**src/rtl/pin_uart_rx_if.sv**
```systemverilog
// Receiver-side bundle for pin_uart_rx: serial line in, decoded byte/name strobes out.
// master drives the line and observes results; slave is the receiver.
interface pin_uart_rx_if;
  logic        rx;
  logic [7:0]  byte_data;
  logic        byte_valid;
  logic [31:0] name;
  logic        name_valid;
  logic        frame_err;

  modport master (
    output rx,
    input  byte_data, byte_valid, name, name_valid, frame_err
  );

  modport slave (
    input  rx,
    output byte_data, byte_valid, name, name_valid, frame_err
  );
endinterface

```
**src/rtl/pin_uart_rx.sv**
```systemverilog
// 8N1 UART receiver that assembles groups of four bytes into a 32-bit pin name, first byte in the
// MSBs, and drops a partial name after a long idle gap, a framing error or reset.
module pin_uart_rx #(
  parameter int unsigned CLKS_PER_BIT = 16,
  parameter int unsigned IDLE_BITS    = 12
) (
  input logic           clk_i,
  input logic           rst_i,
  pin_uart_rx_if.slave  bus
);

  localparam int unsigned CntW  = $clog2(CLKS_PER_BIT);
  localparam int unsigned IdleW = $clog2(IDLE_BITS * CLKS_PER_BIT);
  localparam logic [CntW-1:0]  HalfLast = CntW'(CLKS_PER_BIT / 2 - 1);
  localparam logic [CntW-1:0]  BitLast  = CntW'(CLKS_PER_BIT - 1);
  localparam logic [IdleW-1:0] IdleLast = IdleW'(IDLE_BITS * CLKS_PER_BIT - 1);

  typedef enum logic [2:0] {StIdle, StStart, StData, StStop, StWaitHi} state_e;

  state_e            state_q, state_d;
  logic [1:0]        sync_q;
  logic [CntW-1:0]   clk_cnt_q, clk_cnt_d;
  logic [2:0]        bit_cnt_q, bit_cnt_d;
  logic [7:0]        shreg_q, shreg_d;
  logic [23:0]       nshift_q, nshift_d;
  logic [1:0]        char_cnt_q, char_cnt_d;
  logic [IdleW-1:0]  idle_cnt_q, idle_cnt_d;
  logic [7:0]        byte_data_q, byte_data_d;
  logic [31:0]       name_q, name_d;
  logic              byte_valid_q, byte_valid_d;
  logic              name_valid_q, name_valid_d;
  logic              frame_err_q, frame_err_d;

  logic rx_s, half_hit, bit_hit, stop_good, stop_bad;

  assign rx_s      = sync_q[1];
  assign half_hit  = (clk_cnt_q == HalfLast);
  assign bit_hit   = (clk_cnt_q == BitLast);
  assign stop_good = (state_q == StStop) && bit_hit && rx_s;
  assign stop_bad  = (state_q == StStop) && bit_hit && !rx_s;

  always_ff @(posedge clk_i) begin
    if (rst_i) state_q <= StIdle;
    else       state_q <= state_d;
  end

  always_comb begin
    state_d = state_q;
    unique case (state_q)
      StIdle:   if (!rx_s) state_d = StStart;
      StStart:  if (half_hit) state_d = rx_s ? StIdle : StData;
      StData:   if (bit_hit && (bit_cnt_q == 3'd7)) state_d = StStop;
      StStop:   if (bit_hit) state_d = rx_s ? StIdle : StWaitHi;
      StWaitHi: if (rx_s) state_d = StIdle;
      default:  state_d = StIdle;
    endcase
  end

  always_comb begin
    clk_cnt_d    = clk_cnt_q + CntW'(1);
    bit_cnt_d    = bit_cnt_q;
    shreg_d      = shreg_q;
    nshift_d     = nshift_q;
    char_cnt_d   = char_cnt_q;
    byte_data_d  = byte_data_q;
    name_d       = name_q;
    byte_valid_d = stop_good;
    name_valid_d = stop_good && (char_cnt_q == 2'd3);
    frame_err_d  = stop_bad;

    unique case (state_q)
      StStart: if (half_hit) begin
        clk_cnt_d = '0;
        bit_cnt_d = '0;
      end
      StData: if (bit_hit) begin
        clk_cnt_d = '0;
        shreg_d   = {rx_s, shreg_q[7:1]};
        bit_cnt_d = bit_cnt_q + 3'd1;
      end
      StStop:  if (bit_hit) clk_cnt_d = '0;
      default: clk_cnt_d = '0;
    endcase

    // Saturating count of high-line clocks spent waiting for a start bit.
    if ((state_q == StIdle) && rx_s) begin
      idle_cnt_d = (idle_cnt_q == IdleLast) ? idle_cnt_q : idle_cnt_q + IdleW'(1);
    end else begin
      idle_cnt_d = '0;
    end

    if (stop_good) begin
      byte_data_d = shreg_q;
      nshift_d    = {nshift_q[15:0], shreg_q};
      char_cnt_d  = char_cnt_q + 2'd1;
      if (char_cnt_q == 2'd3) name_d = {nshift_q, shreg_q};
    end else if (stop_bad || (idle_cnt_q == IdleLast)) begin
      char_cnt_d = '0;
    end
  end

  always_ff @(posedge clk_i) begin
    if (rst_i) begin
      sync_q       <= 2'b11;
      clk_cnt_q    <= '0;
      bit_cnt_q    <= '0;
      shreg_q      <= '0;
      nshift_q     <= '0;
      char_cnt_q   <= '0;
      idle_cnt_q   <= '0;
      byte_data_q  <= '0;
      name_q       <= '0;
      byte_valid_q <= 1'b0;
      name_valid_q <= 1'b0;
      frame_err_q  <= 1'b0;
    end else begin
      sync_q       <= {sync_q[0], bus.rx};
      clk_cnt_q    <= clk_cnt_d;
      bit_cnt_q    <= bit_cnt_d;
      shreg_q      <= shreg_d;
      nshift_q     <= nshift_d;
      char_cnt_q   <= char_cnt_d;
      idle_cnt_q   <= idle_cnt_d;
      byte_data_q  <= byte_data_d;
      name_q       <= name_d;
      byte_valid_q <= byte_valid_d;
      name_valid_q <= name_valid_d;
      frame_err_q  <= frame_err_d;
    end
  end

  assign bus.byte_data  = byte_data_q;
  assign bus.byte_valid = byte_valid_q;
  assign bus.name       = name_q;
  assign bus.name_valid = name_valid_q;
  assign bus.frame_err  = frame_err_q;

endmodule

```
**src/flat_wrapper.sv**
```systemverilog
// flat-port wrapper written by rule: the top's interface ports become plain ports
module pin_uart_rx_flat 
#(
  parameter int unsigned CLKS_PER_BIT = 16,
  parameter int unsigned IDLE_BITS    = 12
)
  (clk_i, rst_i, bus_rx, bus_byte_data, bus_byte_valid, bus_name, bus_name_valid, bus_frame_err);
  pin_uart_rx_if bus_i ();
  input logic clk_i;
  input logic rst_i;
  input wire logic [$bits(bus_i.rx)-1:0] bus_rx;
  output wire logic [$bits(bus_i.byte_data)-1:0] bus_byte_data;
  output wire logic [$bits(bus_i.byte_valid)-1:0] bus_byte_valid;
  output wire logic [$bits(bus_i.name)-1:0] bus_name;
  output wire logic [$bits(bus_i.name_valid)-1:0] bus_name_valid;
  output wire logic [$bits(bus_i.frame_err)-1:0] bus_frame_err;
  assign bus_i.rx = bus_rx;
  assign bus_byte_data = bus_i.byte_data;
  assign bus_byte_valid = bus_i.byte_valid;
  assign bus_name = bus_i.name;
  assign bus_name_valid = bus_i.name_valid;
  assign bus_frame_err = bus_i.frame_err;
  pin_uart_rx #(.CLKS_PER_BIT(CLKS_PER_BIT), .IDLE_BITS(IDLE_BITS)) u_core (.clk_i(clk_i), .rst_i(rst_i), .bus(bus_i));
endmodule
```
**config.mk**
```make
export PLATFORM = sky130hd
export DESIGN_NAME = pin_uart_rx_flat
export DESIGN_NICKNAME = d
export VERILOG_FILES = /design/src/rtl/pin_uart_rx_if.sv /design/src/rtl/pin_uart_rx.sv /design/src/flat_wrapper.sv
export SDC_FILE = /design/constraint.sdc
export NUM_CORES = 1
export LEC_CHECK = 0
export CORE_UTILIZATION = 50
export DETAILED_ROUTE_END_ITERATION = 8
export HOLD_SLACK_MARGIN = 0.08
export PLACE_DENSITY = 0.77
export SLEW_MARGIN = 10
export SYNTH_ARGS = -nofsm -noshare
export SYNTH_HDL_FRONTEND = slang
export SYNTH_SLANG_ARGS = --single-unit
```
**constraint.sdc**
```tcl
create_clock -name clk_i -period 3.8 [get_ports clk_i]
set_input_delay 0.38 -clock clk_i [delete_from_list [all_inputs] [get_ports clk_i]]
set_output_delay 0.38 -clock clk_i [all_outputs]
set_load 0.02 [all_outputs]
```
==> results by group, run 1 <==
Timing
  – Setup violators final: 0
  – Hold Violations, Final: 0
  – Final WS setup: 1.545 ns
  – Slew margin rel.: 30.31%
  – Fin crit period: 2.255 ns
  – Final hold slack: 0.3953 ns
  – Final Max Slew Viols: 0
  – Final period utilization: 59.34%
  – Worst Tran Pin Value: 1.045 ns
  – Sum Neg Setup Slack: 0 ns
  – Max Freq: 443.5 MHz
  – Clock skew: 0.009164 ns
  – Unrepaired setup endpoints after global routing: false

Clocking
  – CTS tree: yes
  – Clock slew at reported path FFs: 0.08 ns
  – Post-CTS Setup Inserts: 0
  – H-Tree Depth: 3
  – CTS Buf Count: 9
  – # hold bufs at CTS: 0
  – Maximum clock insertion buffer count: 2
  – CTS Sinks: 89
  – Clock Latency Late Sink: 0.35 ns
  – PostCTS Resize Cnt: 0
  – Clk root buf: clkbuf_8

Worst setup path
  – Critical path destination: u_core.bus.name[2]
  – CP Capture Type: register
  – Reg2reg path depth: 5
  – Worst-path maximum fanout: 32
  – R2R setup slack: 1.55 ns
  – R2R Path Start: u_core.clk_cnt_q[0]
  – Reg2reg end: u_core.bus.name[2]
  – Worst endpoint data arrival time: 2.53 ns
  – Required time of the critical path: 4.07 ns
  – Startpoint Class: register
  – CP Class: register to register
  – Worst Setup SP: u_core.clk_cnt_q[0]

Floorplan
  – Vert. Die Dim: 85.15 µm
  – Initial core utilization: 53.23%
  – Die area: 7251 µm²
  – Width of the die: 85.15 µm
  – # IOs: 46
  – FP Rows: 29
  – Core area: 6495 µm²

Global routing
  – All-layer global routing usage: 20.11%
  – Grt ovf: 0
  – Vias in the first global route: 2534
  – Initial antenna violation count: 0
  – Largest net degree at the start of global routing: 78
  – Global-route wire length before repair: 11560 µm

Cells and area
  – Final-layout fill cell count: 570
  – Fin cells: 512
  – Final nets: 438
  – Final instance area: 3983 µm²
  – Most frequent cells in the layout: 119 x nand2_1, 89 x dfxtp_1, 59 x a21oi_1, 44 x clkdlybuf4s50_1, 27 x nor2_1
  – Final core utilization: 61.32%
  – Multi-input logic area: 1444 µm²
  – Register area: 1782 µm²
  – ANT cells: 0
  – Commonest non-fill, non-tap cell in the layout: nand2_1
  – Area delta synth->final: 15.20%
  – Layout cells sized above 1: 4.598%

Pwr
  – Peak supply drop: 0.2604 mV
  – Total chip power: 1.620 mW
  – Leak pwr: 1.328 nW
  – Power Density: 406.7 nW/µm²

Yosys
  – Async set-reset flop share out of synthesis: 0%
  – Mapped cell area: 3457 µm²
  – Synth Area per Inst: 8.494 µm²
  – Synth Instances: 407
  – Synth Flop Type: dfxtp_1
  – Synth cell types: 40
  – Yosys reg bits: 89
  – Syn nets: 415
  – Yosys warns: 0
  – Register area share after synthesis: 51.54%
  – Number of synthesized flops with an enable pin: 0

Status
  – Status: finished, final reports clean

Place
  – GP Congestion: 0.7773
  – IO buf count: 45
  – Detailed placer's ending HPWL: 4375 µm
  – Dpl cell area: 3786 µm²
  – Dpl cells: 496
  – Placement Setup Slack: 1.562 ns

Routing
  – DR pass1 iterations: 4
  – DR WL/cell: 13.13 µm
  – Antenna viol nets, final: 0
  – Vias: 2693
  – Vias per Instance: 5.260
  – Iter 0 DRT Violations: 140
  – Residual DRC count: 0
  – Routed wire length: 6724 µm

Job
  – Max cap viols: 0

Worst hold path
  – Hold Crit Class: primary input to register
==> logic make-up (layout without fill, tap and decap cells) <==
kind of cell               count (synthesis)  after routing  synth area share [%]
AOI/OAI and AO/OA                         70             70                 11.08
muxes                                     13             13                 3.764
adders and majority gates                  5              5                 1.810
buffers and inverters                     36             64                 6.696
xor gates and xnor gates                   6              6                 1.520
and+or+nand+nor                          188            188                 23.60
DFF                                       89             89                 51.54
==> worst max-delay path: stages, from the launching register on <==
cell and delay [ns]:
dfxtp_1 0.37, ha_1 0.26, and3_1 0.29, and4_1 0.93
nand2_1 0.17, a21oi_1 0.16
==> routing by layer <==
| metal | vias up | part of all wire, % | track usage [%] |
|---|---|---|---|
| met4 | 0 | 2.1 | 9.245 |
| met2 | 56 | 48 | 34.53 |
| met1 | 1244 | 45 | 24.45 |
| met3 | 14 | 4.2 | 3.794 |
| li1 | 1379 | - | - |
| met5 | - | 0 | 0 |
==> how the worst min path moves through the flow <==
stage	startpoint	end	slack [ns]	cells after the start
2_1_floorplan	u_core.sync_q[0]	u_core.sync_q[1]	0.39	1
3_3_place_gp	u_core.sync_q[0]	u_core.sync_q[1]	0.41	1
3_5_place_dp	u_core.sync_q[0]	u_core.sync_q[1]	0.40	1
4_1_cts	rst_i	u_core.bus.frame_err	0.39	4
5_1_grt	rst_i	u_core.clk_cnt_q[3]	0.44	4
6_report	rst_i	u_core.bus.frame_err	0.40	4
==> cell type report <==
type	instances	area share (%)
Tap cell	77	2.419
Timing Repair Buffer	47	11.56
Clock inverter	4	1.288
Sequential cell	89	44.74
Clock buffer	12	3.644
Inverter	1	0.09425
Multi-Input combinational cell	282	36.25
==> sequential cells by signal (all words and copies together), names as in the netlist <==
register               cells
u_core.idle_cnt_q          8
u_core.bus.name_valid      1
u_core.bus.byte_valid      1
u_core.sync_q              2
u_core.bus.frame_err       1
u_core.state_q             3
u_core.bus.name           32
u_core.bit_cnt_q           3
u_core.bus.byte_data       7
u_core.clk_cnt_q           4
u_core.shreg_q             8
u_core.char_cnt_q          2
u_core.nshift_q           17
==> cell usage after synthesis (all sizes together) (2+ instances only) <==
library cell | count | share of area, %
a211oi | 2 | 0.80
a21oi | 59 | 8.5
and2 | 3 | 0.54
and3 | 4 | 0.72
and3b | 2 | 0.51
buf | 25 | 5.5
clkbuf | 10 | 1.1
dfxtp | 89 | 52
ha | 5 | 1.8
mux2i | 13 | 3.8
nand2 | 119 | 13
nand2b | 4 | 0.72
nand3 | 9 | 1.3
nand3b | 3 | 0.65
nand4 | 3 | 0.54
nor2 | 27 | 2.9
nor3 | 3 | 0.43
o21ai | 3 | 0.43
or2 | 3 | 0.54
xnor2 | 3 | 0.76
xor2 | 3 | 0.76
==> where the power goes <==
part	total [mW]	switching [mW]	internal, mW
Sequential	0.944	0.00722	0.937
Clock	0.639	0.315	0.324
Combinational	0.0362	0.0244	0.0119
Total	1.62	0.347	1.27
Note: power is estimated with default switching activity, not from simulation.
==> inputs of run 2 (changes only) <==
Clock period 3.8 ns to 2.31 ns, I/O delays scaled along.
==> run 2 against run 1 <==
Against the previous run: setup slack worse by 1.0 ns; sequential power up 64%; power rose by 58%; critical path depth did not move; fmax increased by 25%; final cell count up 0.78%; first-iteration DRC count fell by 14%; clock power grew 49%; sequential share of layout area down 0.11 points; count of clock-buffer cells in the layout is 3 lower; wire length decreased by 3.0%.
==> results by group, run 2 (synthesis results as in run 1) <==
Status
  – Status: finished, final reports clean

Pwr
  – Total chip power: 2.564 mW (+58%)
  – Power Density: 642.2 nW/µm² (+58%)
  – Peak supply drop: 0.3393 mV (+30%)
  – Leak pwr: 1.328 nW (about the same)

Clocking
  – CTS Buf Count: 9 (unchanged)
  – Maximum clock insertion buffer count: 2 (unchanged)
  – # hold bufs at CTS: 0 (unchanged)
  – Clock Latency Late Sink: 0.35 ns (about the same)
  – Clk root buf: clkbuf_8
  – H-Tree Depth: 3 (unchanged)
  – PostCTS Resize Cnt: 0 (unchanged)
  – Clock slew at reported path FFs: 0.09 ns (about the same)
  – Post-CTS Setup Inserts: 0 (unchanged)
  – CTS Sinks: 89 (unchanged)
  – CTS tree: yes

Worst setup path
  – Required time of the critical path: 2.53 ns (-1.54 ns)
  – Reg2reg end: u_core.shreg_q[3]
  – Worst endpoint data arrival time: 2.03 ns (-0.50 ns)
  – Startpoint Class: register
  – CP Capture Type: register
  – Reg2reg path depth: 5 (unchanged)
  – CP Class: register to register
  – Worst-path maximum fanout: 9 (-72%)
  – R2R Path Start: u_core.clk_cnt_q[0]
  – R2R setup slack: 0.50 ns (-1.04 ns)

Routing
  – Residual DRC count: 0 (unchanged)
  – DR WL/cell: 12.64 µm (-3.8%)
  – Antenna viol nets, final: 0 (unchanged)
  – Vias per Instance: 5.233 (-0.52%)
  – Routed wire length: 6521 µm (-3.0%)
  – DR pass1 iterations: 4 (unchanged)
  – Iter 0 DRT Violations: 120 (-14%)
  – Vias: 2700 (+0.26%)

Timing
  – Final WS setup: 0.5018 ns (-1.043 ns)
  – Unrepaired setup endpoints after global routing: false
  – Final Max Slew Viols: 0 (unchanged)
  – Final period utilization: 78.28% (+19 points)
  – Clock skew: 0.01066 ns (+0.001495 ns)
  – Slew margin rel.: 63.04% (+33 points)
  – Fin crit period: 1.808 ns (-0.4467 ns)
  – Max Freq: 553.0 MHz (+25%)
  – Worst Tran Pin Value: 0.5544 ns (-0.4910 ns)
  – Setup violators final: 0 (unchanged)
  – Sum Neg Setup Slack: 0 ns (unchanged)
  – Hold Violations, Final: 0 (unchanged)

Cells and area
  – Register area: 1782 µm² (unchanged)
  – Commonest non-fill, non-tap cell in the layout: nand2_1
  – Most frequent cells in the layout: 119 x nand2_1, 89 x dfxtp_1, 59 x a21oi_1, 44 x clkdlybuf4s50_1, 27 x nor2_1
  – Layout cells sized above 1: 5.923% (+1.3 points)
  – Final nets: 442 (+0.91%)
  – Multi-input logic area: 1444 µm² (unchanged)
  – Final core utilization: 61.47% (+0.15 points)
  – Area delta synth->final: 15.49%
  – ANT cells: 0 (unchanged)
  – Largest register FFs: 32 (unchanged)
  – Final instance area: 3993 µm² (+0.25%)
  – Final-layout fill cell count: 583 (+2.3%)

Floorplan
  – Core area: 6495 µm² (unchanged)
  – # IOs: 46 (unchanged)
  – FP Rows: 29 (unchanged)
  – Vert. Die Dim: 85.15 µm (unchanged)
  – Initial core utilization: 53.23% (unchanged)
  – Width of the die: 85.15 µm (unchanged)
  – Die area: 7251 µm² (unchanged)

Global routing
  – Largest net degree at the start of global routing: 47 (-40%)
  – Grt ovf: 0 (unchanged)
  – Global-route wire length before repair: 11110 µm (-3.9%)
  – Initial antenna violation count: 0 (unchanged)
  – All-layer global routing usage: 19.20% (-0.92 points)
  – Vias in the first global route: 2488 (-1.8%)

Place
  – Detailed placer's ending HPWL: 4345 µm (-0.69%)
  – Placement Setup Slack: 0.5095 ns (-1.053 ns)
  – Dpl cell area: 3816 µm² (+0.79%)
  – GP Congestion: 0.7218 (-7.1%)
  – IO buf count: 45 (unchanged)

Worst hold path
  – Cell depth of the worst hold path: 2 (-2)
  – Hold path startpoint: rst_i
  – Hold EP: u_core.bit_cnt_q[2]
  – Hold Crit Class: primary input to register

Job
  – Max cap viols: 0 (unchanged)
[run 2: changes by cell type in the layout (fill, tap and decap cells not counted), sizes merged]
| cell | change |
|---|---|
| clkbuf | -3 |
| bufinv | -1 |
| buf | +4 |
| inv | +1 |
| clkinvlp | +3 |
[run 2: worst max path at each step]
stage | depth (start not counted) | end | start
after floorplan | 8 | u_core.bus.name[10] | u_core.clk_cnt_q[0]
after global placement | 5 | u_core.shreg_q[4] | u_core.clk_cnt_q[0]
after detailed placement | 5 | u_core.shreg_q[3] | u_core.clk_cnt_q[0]
after CTS | 5 | u_core.shreg_q[3] | u_core.clk_cnt_q[0]
after global routing | 5 | u_core.shreg_q[0] | u_core.clk_cnt_q[0]
final | 5 | u_core.shreg_q[3] | u_core.clk_cnt_q[0]
[run 2: critical path, cell delays in order, from the launching register on]
cell and delay (ns):
dfxtp_1 0.36, ha_1 0.25, and3_1 0.28, and2_1 0.46, mux2i_1 0.27, nor2_1 0.06
[run 2: report_power, final]
part           internal (mW)  switching (mW)
Sequential              1.54          0.0119
Clock                  0.396           0.557
Combinational         0.0193          0.0384
Total                   1.96           0.607
[run 2: per-stage QoR]
stage | hold WS (ns) | std cells
5_1_grt | 0.3635 | 516
4_1_cts | 0.3424 | 516
2_1_floorplan | 0.3348 | 407
3_5_place_dp | 0.3944 | 500
3_3_place_gp | 0.3946 | 500
6_report | 0.3489 | 516
[run 2: final cells by class]
type	count	share of cell area, %
Clock buffer	9	3.102
Clock inverter	7	1.316
Inverter	1	0.09401
Multi-Input combinational cell	282	36.16
Sequential cell	89	44.63
Tap cell	77	2.413
Timing Repair Buffer	51	12.28
[run 2: metal layers]
metal / global-route usage, % / wire length (µm)
met5: 0 / 0
met4: 7.396 / 78
met3: 3.016 / 234
met2: 33.43 / 3254
met1: 23.90 / 2955
